$ cat src/rtl/arm_multicycle_ctrl_if.sv
// Instruction-field inputs and datapath control outputs of the multicycle ARM controller.
// The controller drives through the master modport; the datapath/instruction register side uses slave.
interface arm_multicycle_ctrl_if #(
    parameter int ALUCTRL_W = 3
);
    logic [3:0]           cond;
    logic [1:0]           op;
    logic [5:0]           funct;
    logic [3:0]           rd;
    logic [3:0]           ALUFlags;
    logic                 PCWrite;
    logic                 AdrSrc;
    logic                 MemW;
    logic                 IRWrite;
    logic                 RegW;
    logic                 WA14;
    logic [1:0]           ResultSrc;
    logic                 ALUSrcA;
    logic [1:0]           ALUSrcB;
    logic [1:0]           ImmSrc;
    logic [1:0]           RegSrc;
    logic [ALUCTRL_W-1:0] ALUControl;
    logic [3:0]           Flags;

    // No valid/ready pair: the instruction fields are level signals held by the IR
    // and every control output is meaningful in every cycle it is presented.
    modport master (
        input  cond, op, funct, rd, ALUFlags,
        output PCWrite, AdrSrc, MemW, IRWrite, RegW, WA14, ResultSrc,
               ALUSrcA, ALUSrcB, ImmSrc, RegSrc, ALUControl, Flags
    );

    modport slave (
        output cond, op, funct, rd, ALUFlags,
        input  PCWrite, AdrSrc, MemW, IRWrite, RegW, WA14, ResultSrc,
               ALUSrcA, ALUSrcB, ImmSrc, RegSrc, ALUControl, Flags
    );
endinterface

$ cat src/rtl/arm_multicycle_ctrl.sv
// Multicycle ARM-subset control unit: Moore FSM with memory wait states, NZCV flags and cond gating.
// Optional macro CTRL_BL_EN adds the LINK state for BL (writes PC to R14 before BRANCH).
module arm_multicycle_ctrl #(
    parameter int ALUCTRL_W = 3,
    parameter int MEM_LAT   = 0
) (
    input  logic                   clk,
    input  logic                   reset_n,
    arm_multicycle_ctrl_if.master  bus,
    output logic [3:0]             state_o
);
    typedef enum logic [3:0] {
        S_FETCH, S_DECODE, S_MEMADR, S_MEMREAD, S_MEMWB, S_MEMWRITE,
        S_EXECR, S_EXECI, S_ALUWB, S_BRANCH, S_LINK
    } state_t;

    state_t state_q, state_d;
    logic [3:0] cnt_q, cnt_d;
    logic [3:0] flags_q, flags_d;
    logic       condex_q, condex_d;

    logic cond_ok, last;
    logic [ALUCTRL_W-1:0] alu_cmd, alu;
    logic cmd_wr, cmd_nzonly, cmd_cmp;
    logic pcw, adr, memw, irw, regw, wa14, asa;
    logic [1:0] rs, asb;

    always_ff @(posedge clk) begin
        if (!reset_n) begin
            state_q  <= S_FETCH;
            cnt_q    <= '0;
            flags_q  <= '0;
            condex_q <= 1'b0;
        end else begin
            state_q  <= state_d;
            cnt_q    <= cnt_d;
            flags_q  <= flags_d;
            condex_q <= condex_d;
        end
    end

    assign last = (cnt_q == 4'(MEM_LAT));

    always_comb begin
        cond_ok = 1'b0;
        unique case (bus.cond)
            4'b0000: cond_ok = flags_q[2];
            4'b0001: cond_ok = !flags_q[2];
            4'b0010: cond_ok = flags_q[1];
            4'b0011: cond_ok = !flags_q[1];
            4'b0100: cond_ok = flags_q[3];
            4'b0101: cond_ok = !flags_q[3];
            4'b0110: cond_ok = flags_q[0];
            4'b0111: cond_ok = !flags_q[0];
            4'b1000: cond_ok = flags_q[1] && !flags_q[2];
            4'b1001: cond_ok = !flags_q[1] || flags_q[2];
            4'b1010: cond_ok = (flags_q[3] == flags_q[0]);
            4'b1011: cond_ok = (flags_q[3] != flags_q[0]);
            4'b1100: cond_ok = !flags_q[2] && (flags_q[3] == flags_q[0]);
            4'b1101: cond_ok = flags_q[2] || (flags_q[3] != flags_q[0]);
            4'b1110: cond_ok = 1'b1;
            4'b1111: cond_ok = 1'b0;
        endcase
    end

    // Unrecognised DP commands still compute ADD but never write the register file.
    always_comb begin
        alu_cmd    = '0;
        cmd_wr     = 1'b0;
        cmd_nzonly = 1'b0;
        cmd_cmp    = 1'b0;
        case (bus.funct[4:1])
            4'b0100: cmd_wr = 1'b1;
            4'b0010: begin alu_cmd = ALUCTRL_W'(1); cmd_wr = 1'b1; end
            4'b0000: begin alu_cmd = ALUCTRL_W'(2); cmd_wr = 1'b1; cmd_nzonly = 1'b1; end
            4'b1100: begin alu_cmd = ALUCTRL_W'(3); cmd_wr = 1'b1; cmd_nzonly = 1'b1; end
            4'b1010: begin alu_cmd = ALUCTRL_W'(1); cmd_cmp = 1'b1; end
            default: ;
        endcase
    end

    always_comb begin
        state_d  = state_q;
        cnt_d    = '0;
        flags_d  = flags_q;
        condex_d = condex_q;
        pcw = 1'b0; adr = 1'b0; memw = 1'b0; irw = 1'b0; regw = 1'b0; wa14 = 1'b0;
        asa = 1'b0; rs = 2'b00; asb = 2'b00; alu = '0;
        case (state_q)
            S_FETCH: begin
                irw = last; pcw = last; asa = 1'b1; asb = 2'b10; rs = 2'b10;
                if (last) state_d = S_DECODE;
                else      cnt_d   = cnt_q + 4'd1;
            end
            S_DECODE: begin
                asa = 1'b1; asb = 2'b10; rs = 2'b10;
                condex_d = cond_ok;
                case (bus.op)
                    2'b00: state_d = bus.funct[5] ? S_EXECI : S_EXECR;
                    2'b01: state_d = S_MEMADR;
`ifdef CTRL_BL_EN
                    2'b10: state_d = bus.funct[4] ? S_LINK : S_BRANCH;
`else
                    2'b10: state_d = S_BRANCH;
`endif
                    default: state_d = S_FETCH;
                endcase
            end
            S_MEMADR: begin
                asb = 2'b01;
                state_d = bus.funct[0] ? S_MEMREAD : S_MEMWRITE;
            end
            S_MEMREAD: begin
                adr = 1'b1;
                if (last) state_d = S_MEMWB;
                else      cnt_d   = cnt_q + 4'd1;
            end
            S_MEMWB: begin
                rs = 2'b01; regw = condex_q; pcw = condex_q && (bus.rd == 4'd15);
                state_d = S_FETCH;
            end
            S_MEMWRITE: begin
                adr = 1'b1; memw = condex_q && last;
                if (last) state_d = S_FETCH;
                else      cnt_d   = cnt_q + 4'd1;
            end
            S_EXECR, S_EXECI: begin
                asb = (state_q == S_EXECI) ? 2'b01 : 2'b00;
                alu = alu_cmd;
                if (condex_q && (bus.funct[0] || cmd_cmp))
                    flags_d = cmd_nzonly ? {bus.ALUFlags[3:2], flags_q[1:0]} : bus.ALUFlags;
                state_d = S_ALUWB;
            end
            S_ALUWB: begin
                regw = condex_q && cmd_wr; pcw = condex_q && cmd_wr && (bus.rd == 4'd15);
                state_d = S_FETCH;
            end
            S_BRANCH: begin
                asb = 2'b01; rs = 2'b10; pcw = condex_q;
                state_d = S_FETCH;
            end
`ifdef CTRL_BL_EN
            S_LINK: begin
                regw = condex_q; wa14 = condex_q; rs = 2'b11;
                state_d = S_BRANCH;
            end
`endif
            default: state_d = S_FETCH;
        endcase
    end

    assign bus.PCWrite    = pcw  && reset_n;
    assign bus.IRWrite    = irw  && reset_n;
    assign bus.RegW       = regw && reset_n;
    assign bus.MemW       = memw && reset_n;
    assign bus.WA14       = wa14 && reset_n;
    assign bus.AdrSrc     = adr;
    assign bus.ResultSrc  = rs;
    assign bus.ALUSrcA    = asa;
    assign bus.ALUSrcB    = asb;
    assign bus.ALUControl = alu;
    assign bus.ImmSrc     = bus.op;
    assign bus.RegSrc     = {bus.op == 2'b01, bus.op == 2'b10};
    assign bus.Flags      = flags_q;
    assign state_o        = state_q;
endmodule

$ cat src/flat_wrapper.sv
// flat-port wrapper written by rule: the top's interface ports become plain ports
module arm_multicycle_ctrl_flat 
#(
    parameter int ALUCTRL_W = 3,
    parameter int MEM_LAT   = 0
)
  (clk, reset_n, state_o, bus_cond, bus_op, bus_funct, bus_rd, bus_ALUFlags, bus_PCWrite, bus_AdrSrc, bus_MemW, bus_IRWrite, bus_RegW, bus_WA14, bus_ResultSrc, bus_ALUSrcA, bus_ALUSrcB, bus_ImmSrc, bus_RegSrc, bus_ALUControl, bus_Flags);
  arm_multicycle_ctrl_if #(.ALUCTRL_W(ALUCTRL_W)) bus_i ();
  input  logic clk;
  input  logic reset_n;
  output logic [3:0] state_o;
  input wire logic [$bits(bus_i.cond)-1:0] bus_cond;
  input wire logic [$bits(bus_i.op)-1:0] bus_op;
  input wire logic [$bits(bus_i.funct)-1:0] bus_funct;
  input wire logic [$bits(bus_i.rd)-1:0] bus_rd;
  input wire logic [$bits(bus_i.ALUFlags)-1:0] bus_ALUFlags;
  output wire logic [$bits(bus_i.PCWrite)-1:0] bus_PCWrite;
  output wire logic [$bits(bus_i.AdrSrc)-1:0] bus_AdrSrc;
  output wire logic [$bits(bus_i.MemW)-1:0] bus_MemW;
  output wire logic [$bits(bus_i.IRWrite)-1:0] bus_IRWrite;
  output wire logic [$bits(bus_i.RegW)-1:0] bus_RegW;
  output wire logic [$bits(bus_i.WA14)-1:0] bus_WA14;
  output wire logic [$bits(bus_i.ResultSrc)-1:0] bus_ResultSrc;
  output wire logic [$bits(bus_i.ALUSrcA)-1:0] bus_ALUSrcA;
  output wire logic [$bits(bus_i.ALUSrcB)-1:0] bus_ALUSrcB;
  output wire logic [$bits(bus_i.ImmSrc)-1:0] bus_ImmSrc;
  output wire logic [$bits(bus_i.RegSrc)-1:0] bus_RegSrc;
  output wire logic [$bits(bus_i.ALUControl)-1:0] bus_ALUControl;
  output wire logic [$bits(bus_i.Flags)-1:0] bus_Flags;
  assign bus_i.cond = bus_cond;
  assign bus_i.op = bus_op;
  assign bus_i.funct = bus_funct;
  assign bus_i.rd = bus_rd;
  assign bus_i.ALUFlags = bus_ALUFlags;
  assign bus_PCWrite = bus_i.PCWrite;
  assign bus_AdrSrc = bus_i.AdrSrc;
  assign bus_MemW = bus_i.MemW;
  assign bus_IRWrite = bus_i.IRWrite;
  assign bus_RegW = bus_i.RegW;
  assign bus_WA14 = bus_i.WA14;
  assign bus_ResultSrc = bus_i.ResultSrc;
  assign bus_ALUSrcA = bus_i.ALUSrcA;
  assign bus_ALUSrcB = bus_i.ALUSrcB;
  assign bus_ImmSrc = bus_i.ImmSrc;
  assign bus_RegSrc = bus_i.RegSrc;
  assign bus_ALUControl = bus_i.ALUControl;
  assign bus_Flags = bus_i.Flags;
  arm_multicycle_ctrl #(.ALUCTRL_W(ALUCTRL_W), .MEM_LAT(MEM_LAT)) u_core (.clk(clk), .reset_n(reset_n), .bus(bus_i), .state_o(state_o));
endmodule
$ cat config.mk
export PLATFORM = sky130hd
export DESIGN_NAME = arm_multicycle_ctrl_flat
export DESIGN_NICKNAME = d
export VERILOG_FILES = /design/src/rtl/arm_multicycle_ctrl_if.sv /design/src/rtl/arm_multicycle_ctrl.sv /design/src/flat_wrapper.sv
export SDC_FILE = /design/constraint.sdc
export NUM_CORES = 1
export LEC_CHECK = 0
export CORE_MARGIN = 2
export CORE_UTILIZATION = 41
export CTS_CLUSTER_DIAMETER = 100
export DETAILED_ROUTE_END_ITERATION = 6
export HOLD_SLACK_MARGIN = 0.02
export PLACE_DENSITY = 0.79
export SLEW_MARGIN = 20
export SYNTH_ARGS = -nofsm -noshare
export SYNTH_HDL_FRONTEND = slang
export SYNTH_SLANG_ARGS = --single-unit
$ cat constraint.sdc
create_clock -name clk -period 1.8 [get_ports clk]
set_input_delay 0.45 -clock clk [delete_from_list [all_inputs] [get_ports clk]]
set_output_delay 0.45 -clock clk [all_outputs]
set_load 0.01 [all_outputs]
Word level (Yosys, flattened, before mapping):

Cells that the tools add are included.

* register bits: 13
* input port bits: 22

* add/subtract/negate cells: 1
* bitwise gates (word level): 3
* reduce and logical (&&, ||, !) cells: 36
* multiplexer cells: 22
* equality and inequality tests: 36

Operator list (number)
* == test 4 bit, second input constant: 13
* == test 4 x 3 -> 1 bit, second input constant: 9
* one-hot mux 4 bit (6 select lines): 1
* == test 4 x 2 -> 1 bit, second input constant: 5
* zero test 4 bit: 4
* one-hot mux 1 bit (16 select lines): 1
* 2-to-1 mux 4 bit: 3
* one-hot mux 2 bit (3 select lines): 2
* one-hot mux 4 bit (3 select lines): 1
* OR reduction 2 bit: 6
* logical AND 1 bit: 11
* 2-to-1 mux 1 bit: 9
* OR reduction 3 bit: 3
* == test 4 x 1 -> 1 bit, second input constant: 2
* != test 2 x 1 -> 1 bit, second input constant: 3
* AND reduction 3 bit: 2
* adder 4 x 1 -> 4 bit, second input constant: 1
* zero test 1 bit: 4
* one-hot mux 1 bit (4 select lines): 1
* one-hot mux 2 bit (2 select lines): 1
* OR reduction 4 bit: 1
* logical OR 1 bit: 3
* 2-to-1 mux 3 bit: 1
* NOT 1 bit: 3
* other kinds (8): 8

Longest topological paths before layout:

Gate-level depths: netlist of run 1.

* depth after elaboration: 7
* gate-level depth with buffers: 6

Worst setup path before layout of run 1:

OpenSTA, ideal clock, no wires.

* path type: reg-to-output
* start point: register u_core.state_q[2], in the netlist u_core.state_o[2]
* end point: output port bus_PCWrite
* slack: -154 ps
* buffers on the path: 1
* data required time: 1350 ps
* cell stages (with the launch flop): 6
* data arrival time: 1504 ps
* path through: dfxtp_1 > buf_2 > nor4b_4 > a31oi_1 > or3b_1 > a21oi_1

* cells in the longest elaborated chain, start to end: 3

Ends and longest elaborated chain
* start: declaration: RTL line arm_multicycle_ctrl.sv:17 `state_t state_q, state_d;`
* start signal: assignment: RTL line arm_multicycle_ctrl.sv:35 `state_q <= state_d;`
* == test 4 bit, or another cell as far along: RTL line arm_multicycle_ctrl.sv:89 `case (state_q)`
* one-hot mux 1 bit (4 select lines) *: RTL line arm_multicycle_ctrl.sv:89
* logical AND 1 bit *: RTL line arm_multicycle_ctrl.sv:152 `assign bus.PCWrite = pcw && reset_n;`
* end: declaration: RTL line flat_wrapper.sv:17 `output wire logic [$bits(bus_i.PCWrite)-1:0] bus_PCWrite;`

Mark *: on every way between the ends. The rest lies on a longest branch, timed or not.

Final worst setup path of run 1:

* start point: register u_core.cnt_q[0]
* end point: output port bus_PCWrite

* cells in the longest elaborated chain, start to end: 3

Ends and longest elaborated chain
* start: declaration: RTL line arm_multicycle_ctrl.sv:18 `logic [3:0] cnt_q, cnt_d;`
* start signal: assignment: RTL line arm_multicycle_ctrl.sv:36 `cnt_q <= cnt_d;`
* zero test 4 bit: RTL line arm_multicycle_ctrl.sv:42 `assign last = (cnt_q == 4'(MEM_LAT));`
* one-hot mux 1 bit (4 select lines): RTL line arm_multicycle_ctrl.sv:89
* logical AND 1 bit: RTL line arm_multicycle_ctrl.sv:152

No other way between the ends.

==> flow_metrics.py, run 1 <==
metrics = {
    "route": {
        "drt_first_pass_iters": 4,
        "drc_errors": 0,
        "drtAntennaViolNets": 0,
        "viasPerCell": 5.36,
        "wirelength_mm": 3.96,
        "wire_per_inst_um": 15.8,
        "drt_iter0_drc": 24,
        "vias": 1346,
    },
    "place": {
        "port_buffers": 45,
        "gp_congestion": 0.770,
        "pre_cts_ws_ns": -1.02,
        "dp_hpwl_mm": 2.73,
    },
    "pwr": {
        "swShare_pct": 31.3,
        "power_density_nw_per_um2": 439,
        "power_frac_comb_pct": 46.3,
        "leakagePower_nw": 0.898,
        "power_switching_mw": 0.281,
        "p_seq_share_pct": 34.6,
        "intPower_mw": 0.619,
        "power_mw": 0.900,
        "vdd_drop_max_mv": 0.532,
        "power_frac_clock_pct": 19.1,
    },
    "clocking": {
        "numCtsBuffers": 3,
        "cts.clk_slew.worst_paths_ns": 0.07,
        "clock_latency_ns": 0.27,
        "cts_num_sinks": 13,
        "h-tree-depth": 1,
        "clockBufferDepth": 2,
        "cts_tree": "done",
        "clockRootBuffer": "clkbuf_4",
    },
    "floorplan": {
        "rows": 18,
        "die_area_um2": 2990,
        "dieWidth_um": 54.7,
        "ioPinCount": 48,
        "die_h_um": 54.7,
        "start_util_pct": 42.9,
        "core_area_um2": 2450,
    },
    "worst_setup_path": {
        "cp-start-kind": "register",
        "cp_max_fo": 2,
        "criticalPathCategory": "register to output port",
        "r2r_start": "u_core.cnt_q[0]$_SDFF_PP0_",
        "critPathArrivalTime_ns": 1.71,
        "cp-end-kind": "output port",
        "critPathLaunch": "u_core.cnt_q[0]$_SDFF_PP0_",
        "crit_required_ns": 1.35,
    },
    "layout": {
        "fin_util_pct": 83.4,
        "layout-drive-gt1-share_pct": 47.5,
        "nets": 246,
        "diodes": 0,
        "area_growth_syn_to_layout_pct": 94.4,
    },
    "sta": {
        "post-route-period-util_pct": 120,
        "finalSetupTns_ns": -1.04,
        "rsz0062_at_grt": "yes",
        "clock_skew_ns": 0.00373,
        "worst_hold_slack_ns": 0.524,
        "report.final.hold_viol_count": 0,
        "min_period_ns": 2.16,
        "setup_violations": 7,
        "fmax_mhz": 463,
        "slew_viol_final": 0,
        "layout_setup_ws_ns": -0.360,
    },
    "logic_synthesis": {
        "synth-seq-area-share_pct": 24.7,
        "synthFlopType": "dfxtp_1",
        "async_flop_share_pct": 0,
        "synth_compound_area_share_pct": 18.1,
        "synth_top_family_by_area": "simple AND/OR/NAND/NOR gates",
        "synth_xor_area_share_pct": 7.48,
        "synth_area_um2": 1050,
        "syn-instance-count": 134,
        "synth_cell_types": 45,
        "yosys.area_share.simple_pct": 33.4,
        "synth_edf_count": 0,
        "ys_ff_latch": 13,
        "synth_warnings": 0,
        "synthAdderAreaFrac_pct": 2.38,
        "synth.mux.area_fraction_pct": 5.94,
        "syn_avg_cell_area_um2": 7.86,
    },
    "worst_hold_path": {
        "worstHoldStart": "u_core.cnt_q[0]$_SDFF_PP0_",
        "hold_path_class": "register to register",
    },
    "global_routing": {
        "grt_pass1_vias": 1311,
        "grt-ovfl-total": 0,
        "grt_max_degree": 14,
        "antenna_found_initial": 0,
        "track_usage_pct": 27.2,
        "grt_pass1_wl_mm": 5.80,
    },
    "outcome": {
        "violations": "setup timing",
        "status": "finished with violations",
    },
    "job": {
        "cap_violations": 0,
    },
}
per-stage QoR:
stage | cell area, um2 | std cells
after detailed placement | 1770 | 237
after global routing | 2050 | 251
after floorplan | 1070 | 135
after CTS | 1980 | 248
final | 2050 | 251
after global placement | 1770 | 237
routing by layer:
layer	global-route usage, %	up-vias	wire [um]
li1	-	645	-
met1	27.8	653	1400
met2	54.4	38	2230
met3	6.01	10	228
met4	6.67	0	104
met5	0	-	0
sequential cells by signal, indices dropped and copies added (netlist names):
| name | count |
|---|---|
| u_core.state_o | 4 |
| u_core.bus.Flags | 4 |
| u_core.cnt_q | 4 |
| u_core.condex_q | 1 |
critical path, cell delays in order, from the launching register on:
cell	delay (ns)
dfxtp_2	0.33
inv_2	0.07
ha_4	0.13
or3b_4	0.39
o31ai_2	0.18
nand2_1	0.09
a21oi_2	0.11
buf_2	0.13
cell type report:
cell class,count,area [um2]
Multi-Input combinational cell,107,885
Timing Repair Buffer,92,806
Fill cell,135,407
Sequential cell,13,275
Tap cell,30,37.5
Clock buffer,4,26.3
Inverter,5,18.8
kinds of logic after synthesis:
group,after synthesis
adders and majority gates,2
muxes,6
buffers and inverters,15
DFF,13
xor gates and xnor gates,9
AOI/OAI and AO/OA,27
and+or+nand+nor,61
other,1
cell usage in the layout, fill, tap and decap left out, types with 5 or more instances in the layout:
cell type	instances
dfxtp_1	7
buf_2	10
nor2_1	8
nor3_1	5
dlygate4sd2_1	6
nand2b_1	7
nand3_1	6
buf_4	36
xnor2_1	6
clkdlybuf4s50_1	19
buf_6	12
a21oi_1	5
nand2_1	11
power by group through the flow:
stage | Clock, mW | Combinational [mW] | Sequential, mW
3_3_place_gp | 0 | 0.338 | 0.315
6_report | 0.172 | 0.417 | 0.312
4_1_cts | 0.177 | 0.380 | 0.312
3_5_place_dp | 0 | 0.349 | 0.316
5_1_grt | 0.192 | 0.446 | 0.313
2_1_floorplan | 0 | 0.145 | 0.319
cell usage after synthesis, types with 2 or more instances:
library cell,n,area share (%)
a211o_1,2,1.7
a211oi_1,3,2.1
a21oi_1,7,3.3
buf_2,2,0.95
buf_4,6,4.3
dfxtp_1,13,25
ha_1,2,2.4
inv_1,5,1.8
mux2_2,2,2.1
mux2i_1,4,3.8
nand2_1,12,4.3
nand2b_1,8,4.8
nand3_1,6,2.9
nor2_1,10,3.6
nor2b_1,3,1.8
nor3_1,8,3.8
nor3b_1,2,1.4
o21ai_0,3,1.4
o31ai_1,2,1.4
or3b_1,2,1.7
xnor2_1,7,5.8
xor2_1,2,1.7
timing repair:
| action | CTS | global route |
|---|---|---|
| pin swaps | 12 | 4 |
| setup buffers | 7 | 3 |
| resized for setup | 121 | 18 |
| endpoints found under the setup margin | 20 | 14 |
| hold buffers | 0 | 0 |
final timing paths:
check        slack (ns)  cells after the start                        endpoint
max               -0.36                      7                     bus_PCWrite
min                0.52                      2      u_core.cnt_q[0]$_SDFF_PP0_
max reg2reg        0.04                      8  u_core.state_o[2]$_SDFFE_PN0P_
min reg2reg        0.52                      2      u_core.cnt_q[0]$_SDFF_PP0_
Note: power is estimated with default switching activity, not from simulation.
==> run 2, diff against run 1 <==
--- a/config.mk
+++ b/config.mk
@@ -5,7 +5,7 @@
 export SDC_FILE = /design/constraint.sdc
 export NUM_CORES = 1
 export LEC_CHECK = 0
-export CORE_MARGIN = 2
+export CAP_MARGIN = 10
 export CORE_UTILIZATION = 41
 export CTS_CLUSTER_DIAMETER = 100
 export DETAILED_ROUTE_END_ITERATION = 6
==> run 2 against run 1 <==
The run still ends with setup timing left. Global-route usage grew 1.9 points. Non-clock buffer count grew 8. Cell area grew 3.4%. Count of clock-buffer cells in the layout is the same. First-iteration DRC count grew 110%. Critical path depth is the same. Die area shrank 7.2%. Power grew 4.4%. Highest routed layer unchanged.
==> flow_metrics.py, run 2 (same netlist as run 1, synthesis figures left out) <==
metrics = {
    "clocking": {
        "numCtsBuffers": 3,
        "cts_tree": "done",
        "clockRootBuffer": "clkbuf_4",
        "cts.clk_slew.worst_paths_ns": 0.07,
        "cts_num_sinks": 13,
        "clock_latency_ns": 0.30,
        "hold_buffers": 0,
        "h-tree-depth": 1,
        "clockBufferDepth": 2,
    },
    "floorplan": {
        "rows": 18,
        "core_area_um2": 2450,
        "die_h_um": 52.7,
        "ioPinCount": 48,
        "dieWidth_um": 52.7,
        "die_area_um2": 2780,
        "start_util_pct": 42.9,
    },
    "route": {
        "viasPerCell": 5.72,
        "drc_errors": 0,
        "vias": 1482,
        "wire_per_inst_um": 19.3,
        "drt_iter0_drc": 51,
        "drtAntennaViolNets": 0,
        "drt_first_pass_iters": 4,
        "wirelength_mm": 5.01,
    },
    "pwr": {
        "power_frac_clock_pct": 20.6,
        "swShare_pct": 34.2,
        "power_switching_mw": 0.322,
        "power_frac_comb_pct": 46.1,
        "power_density_nw_per_um2": 444,
        "vdd_drop_max_mv": 0.576,
        "p_seq_share_pct": 33.3,
        "power_mw": 0.940,
        "intPower_mw": 0.619,
        "leakagePower_nw": 0.955,
    },
    "global_routing": {
        "grt_pass1_vias": 1364,
        "grt-ovfl-total": 0,
        "grt_max_degree": 13,
        "antenna_found_initial": 0,
        "grt_pass1_wl_mm": 5.93,
        "track_usage_pct": 29.1,
    },
    "sta": {
        "clock_skew_ns": 0.0118,
        "post-route-period-util_pct": 127,
        "min_period_ns": 2.29,
        "relSlewSlack_pct": 57.6,
        "tightest_slew_ns": 0.627,
        "layout_setup_ws_ns": -0.492,
        "setup_violations": 11,
        "slew_viol_final": 0,
        "rsz0062_at_grt": "yes",
        "worst_hold_slack_ns": 0.517,
        "fmax_mhz": 436,
        "report.final.hold_viol_count": 0,
    },
    "layout": {
        "layout-drive-gt1-share_pct": 49.3,
        "diodes": 0,
        "nets": 254,
        "final_cell_mix": "40 x buf_4, 19 x clkdlybuf4s50_1, 14 x buf_6",
        "area_growth_syn_to_layout_pct": 101,
        "stdcell_count": 259,
        "fin_area_um2": 2120,
        "layout_commonest_cell": "buf_4",
    },
    "place": {
        "placedCellCount": 236,
        "gp_congestion": 0.839,
        "dp_hpwl_mm": 2.68,
        "port_buffers": 45,
        "pre_cts_ws_ns": -1.02,
        "placed_area_um2": 1760,
    },
    "worst_setup_path": {
        "cp_max_fo": 2,
        "cp-start-kind": "register",
        "cp-end-kind": "output port",
        "cpPeakStageDelay_ns": 0.39,
        "crit_slowest_cell": "or3b_4",
        "critPathArrivalTime_ns": 1.84,
        "worst-r2r-cell-count": 8,
        "criticalPathCategory": "register to output port",
        "critPathLaunch": "u_core.cnt_q[0]$_SDFF_PP0_",
        "crit_chain": "inv_2 > ha_4 > or3b_4 > o31ai_2 > nand2_1 > a21oi_2 > buf_2",
        "r2r_start": "u_core.state_o[3]$_SDFFE_PN0P_",
        "reg2reg_to": "u_core.bus.Flags[0]$_SDFFE_PN0P_",
        "crit_required_ns": 1.35,
        "r2r_slack_ns": 0,
    },
    "job": {
        "cap_violations": 0,
    },
    "outcome": {
        "status": "finished with violations",
        "violations": "setup timing",
    },
    "worst_hold_path": {
        "worst_hold_path.num_cells": 2,
        "worstHoldStart": "u_core.cnt_q[0]$_SDFF_PP0_",
        "hold_end": "u_core.cnt_q[0]$_SDFF_PP0_",
        "hold_path_class": "register to register",
    },
}
run 2: layout make-up:
| type | count | area (um2) |
|---|---|---|
| multi-input cells | 107 | 880 |
| inverters | 5 | 18.8 |
| repair buffers | 100 | 877 |
| fillers | 121 | 338 |
| flip-flops and latches | 13 | 278 |
| well taps | 30 | 37.5 |
| clock buffers | 4 | 26.3 |
run 2: repair_timing:
item,4_1_cts,5_1_grt
pin swaps,8,12
endpoints found under the setup margin,21,15
hold endpoints to repair,0,0
buffers inserted,11,8
gates resized for setup,114,28
run 2: worst max path at each step:
stage,to,slack (ns)
2_1_floorplan,bus_PCWrite,-0.09
5_1_grt,bus_PCWrite,-0.58
3_3_place_gp,bus_PCWrite,-1.02
6_report,bus_PCWrite,-0.49
4_1_cts,bus_PCWrite,-0.37
3_5_place_dp,bus_PCWrite,-1.02
run 2: per-stage QoR:
stage | utilization, % | setup TNS [ns]
after floorplan | - | -0.0886
after global placement | 71.8 | -6.84
after detailed placement | 71.8 | -7.56
after CTS | 79.9 | -1.02
after global routing | 86.2 | -3.30
final | 86.2 | -1.83
run 2: critical path: cells and delay by family, from the launching register on:
kind / cells / cell delay (ns)
AND/OR/NAND/NOR: 2 / 0.54
buffers and inverters: 2 / 0.20
flip-flops: 1 / 0.33
adder cells (fa/ha/maj): 1 / 0.13
AO/OA/AOI/OAI: 2 / 0.36
run 2: routing by layer:
| metal | up-vias | track usage (%) | wire length, um |
|---|---|---|---|
| met2 | 75 | 59.1 | 2760 |
| li1 | 660 | - | - |
| met1 | 722 | 28.2 | 1810 |
| met4 | 0 | 10.1 | 162 |
| met3 | 25 | 5.80 | 275 |
| met5 | - | 0 | 0 |
run 2: power groups by stage:
stage / Clock [mW] / Sequential [mW] / Combinational, mW
after floorplan: 0 / 0.319 / 0.145
after global placement: 0 / 0.314 / 0.336
after detailed placement: 0 / 0.316 / 0.345
after CTS: 0.184 / 0.311 / 0.365
after global routing: 0.201 / 0.314 / 0.452
final: 0.194 / 0.313 / 0.433
==> run 3, diff against run 2 <==
--- a/config.mk
+++ b/config.mk
@@ -5,6 +5,7 @@
 export SDC_FILE = /design/constraint.sdc
 export NUM_CORES = 1
 export LEC_CHECK = 0
+export ABC_AREA = 1
 export CAP_MARGIN = 10
 export CORE_UTILIZATION = 41
 export CTS_CLUSTER_DIAMETER = 100
==> run 3 against run 2 <==
The flow still finishes with violations (setup timing). Global-route usage down 3.3 points. Worst setup slack better by 0.38 ns. Via count increased by 0.88%. Cell area down 12%. Utilization decreased by 6.0 points. Register-to-register slack better by 0.26 ns. Die area is 0.11% lower. Critical path depth shrank 1. Clock power shrank 5%. Maximum frequency increased by 20%. Hold slack better by 0.0032 ns. Non-clock buffer count fell by 17.
==> flow_metrics.py, run 3 <==
metrics = {
    "floorplan": {
        "start_util_pct": 45.4,
        "rows": 17,
        "die_area_um2": 2770,
        "ioPinCount": 48,
        "die_h_um": 52.7,
        "core_area_um2": 2320,
        "dieWidth_um": 52.7,
    },
    "place": {
        "gp_congestion": 0.929,
        "port_buffers": 45,
        "placed_area_um2": 1770,
        "dp_hpwl_mm": 2.70,
    },
    "logic_synthesis": {
        "synth_area_um2": 1050,
        "synthMostInstantiatedCell": "nand2_1",
        "yosys-top-cells-count": "39 x nand2_1, 26 x inv_1, 19 x nand3_1",
        "syn-instance-count": 171,
        "yosysTopAreaCell": "dfxtp_1",
        "synth_cell_types": 25,
        "synth.mux.area_fraction_pct": 0,
        "synth_top_area_share_pct": 24.7,
        "synthFlopType": "dfxtp_1",
        "synth_compound_area_share_pct": 16.8,
        "syn_avg_cell_area_um2": 6.15,
        "synth_warnings": 0,
        "synth-seq-area-share_pct": 24.7,
        "synth_top_family_by_area": "simple AND/OR/NAND/NOR gates",
        "ys_top_cells_by_area": "dfxtp_1 25%, nand2_1 14%, inv_1 9.3%, nand3_1 9.0%, nor2_1 6.1%",
        "yosys.area_share.simple_pct": 40.8,
        "synth_edf_count": 0,
        "async_flop_share_pct": 0,
        "ys_ff_latch": 13,
        "synth_xor_area_share_pct": 1.66,
        "synthAdderAreaFrac_pct": 2.38,
    },
    "worst_setup_path": {
        "critPathArrivalTime_ns": 1.46,
        "r2r_start": "u_core.state_o[1]$_SDFFE_PN0P_",
        "crit_required_ns": 1.35,
        "criticalPathCategory": "register to output port",
        "cp_max_fo": 4,
        "cp-start-kind": "register",
        "critPathLaunch": "u_core.state_o[1]$_SDFFE_PN0P_",
        "worst-r2r-cell-count": 8,
        "cp-end-kind": "output port",
    },
    "clocking": {
        "cts_tree": "done",
        "clock_latency_ns": 0.28,
        "hold_buffers": 0,
        "cts_num_sinks": 13,
        "h-tree-depth": 1,
        "clockRootBuffer": "clkbuf_4",
        "numCtsBuffers": 3,
        "clockBufferDepth": 2,
        "cts.clk_slew.worst_paths_ns": 0.07,
    },
    "pwr": {
        "power_mw": 0.919,
        "p_seq_share_pct": 34.0,
        "leakagePower_nw": 0.904,
        "power_switching_mw": 0.326,
        "power_density_nw_per_um2": 494,
        "vdd_drop_max_mv": 0.429,
        "swShare_pct": 35.5,
        "power_frac_comb_pct": 46.0,
        "intPower_mw": 0.593,
        "power_frac_clock_pct": 20.1,
    },
    "layout": {
        "layout-drive-gt1-share_pct": 36.0,
        "diodes": 0,
        "nets": 278,
        "fin_area_um2": 1860,
        "area_growth_syn_to_layout_pct": 76.7,
        "final_cell_mix": "36 x nand2_1, 34 x buf_4, 21 x inv_1, 21 x clkdlybuf4s50_1, 17 x nand3_1",
        "layout_commonest_cell": "nand2_1",
    },
    "outcome": {
        "violations": "setup timing",
        "status": "finished with violations",
    },
    "worst_hold_path": {
        "worst_hold_path.num_cells": 2,
        "worstHoldStart": "u_core.cnt_q[0]$_SDFF_PP0_",
        "hold_path_class": "register to register",
    },
    "route": {
        "vias": 1495,
        "drc_errors": 0,
        "drt_iter0_drc": 64,
        "viasPerCell": 5.32,
        "drt_first_pass_iters": 4,
        "wirelength_mm": 3.88,
        "wire_per_inst_um": 13.8,
        "drtAntennaViolNets": 0,
    },
    "sta": {
        "layout_setup_ws_ns": -0.111,
        "clock_skew_ns": 0.00695,
        "post-route-period-util_pct": 106,
        "setup_violations": 5,
        "fmax_mhz": 523,
        "report.final.hold_viol_count": 0,
        "finalSetupTns_ns": -0.254,
        "min_period_ns": 1.91,
        "rsz0062_at_grt": "yes",
        "slew_viol_final": 0,
    },
    "global_routing": {
        "grt_pass1_wl_mm": 5.35,
        "grt_max_degree": 9,
        "track_usage_pct": 25.9,
        "grt_pass1_vias": 1331,
        "grt-ovfl-total": 0,
        "antenna_found_initial": 0,
    },
    "job": {
        "cap_violations": 0,
    },
}
## run 3: worst max-delay path, stage by stage, from the launching register on
cell	delay, ns
dfxtp_4	0.36
buf_4	0.14
nor2_4	0.10
nand3_2	0.12
o22a_1	0.19
a21oi_2	0.13
buf_2	0.13
## run 3: final cells by class
type | instances | area, um2
inverter | 26 | 97.6
timing repair buffer | 83 | 687
tap | 28 | 35.0
sequential | 13 | 270
multi-input combinational | 127 | 743
fill | 164 | 459
clock buffer | 4 | 26.3
## run 3: timing repair
| action | 4_1_cts | 5_1_grt |
|---|---|---|
| setup endpoints to repair | 18 | 18 |
| hold endpoints to repair | 0 | 0 |
| resized for setup | 76 | 28 |
| pin swaps | 8 | 11 |
| buffers inserted | 0 | 2 |
## run 3: logic make-up after synthesis
logic type / Yosys count
other cells: 1
simple gates: 90
xor+xnor: 2
buf+inv: 32
compound gates: 31
fa+ha+maj: 2
flops: 13
## run 3: path summary, 6_finish.rpt
check / endpoint / slack (ns)
max: bus_PCWrite / -0.11
min: u_core.cnt_q[0]$_SDFF_PP0_ / 0.52
max reg2reg: u_core.state_o[0]$_SDFFE_PN0P_ / 0.26
min reg2reg: u_core.cnt_q[0]$_SDFF_PP0_ / 0.52
## run 3: through the flow
step	worst slack (ns)	std cells	util [%]	hold WS [ns]
floorplan	0.213	172	-	0.430
global placement	-0.679	275	76.3	0.503
detailed placement	-0.750	275	76.3	0.511
CTS	-0.141	279	76.1	0.522
global route	-0.220	281	80.2	0.530
finish	-0.111	281	80.2	0.521
## run 3: per-layer routing
metal / vias up / global-route usage [%] / routed length, um
met5: - / 0 / 0
met4: 0 / 8.77 / 119
met3: 13 / 4.35 / 298
met2: 86 / 46.4 / 1920
met1: 678 / 30.5 / 1540
li1: 718 / - / -
## run 3: power by group through the flow
stage / logic, mW / clock network (mW) / registers (mW)
after detailed placement: 0.385 / 0 / 0.315
after global placement: 0.375 / 0 / 0.314
after CTS: 0.370 / 0.189 / 0.309
after global routing: 0.447 / 0.196 / 0.313
after floorplan: 0.155 / 0 / 0.323
final: 0.423 / 0.184 / 0.312
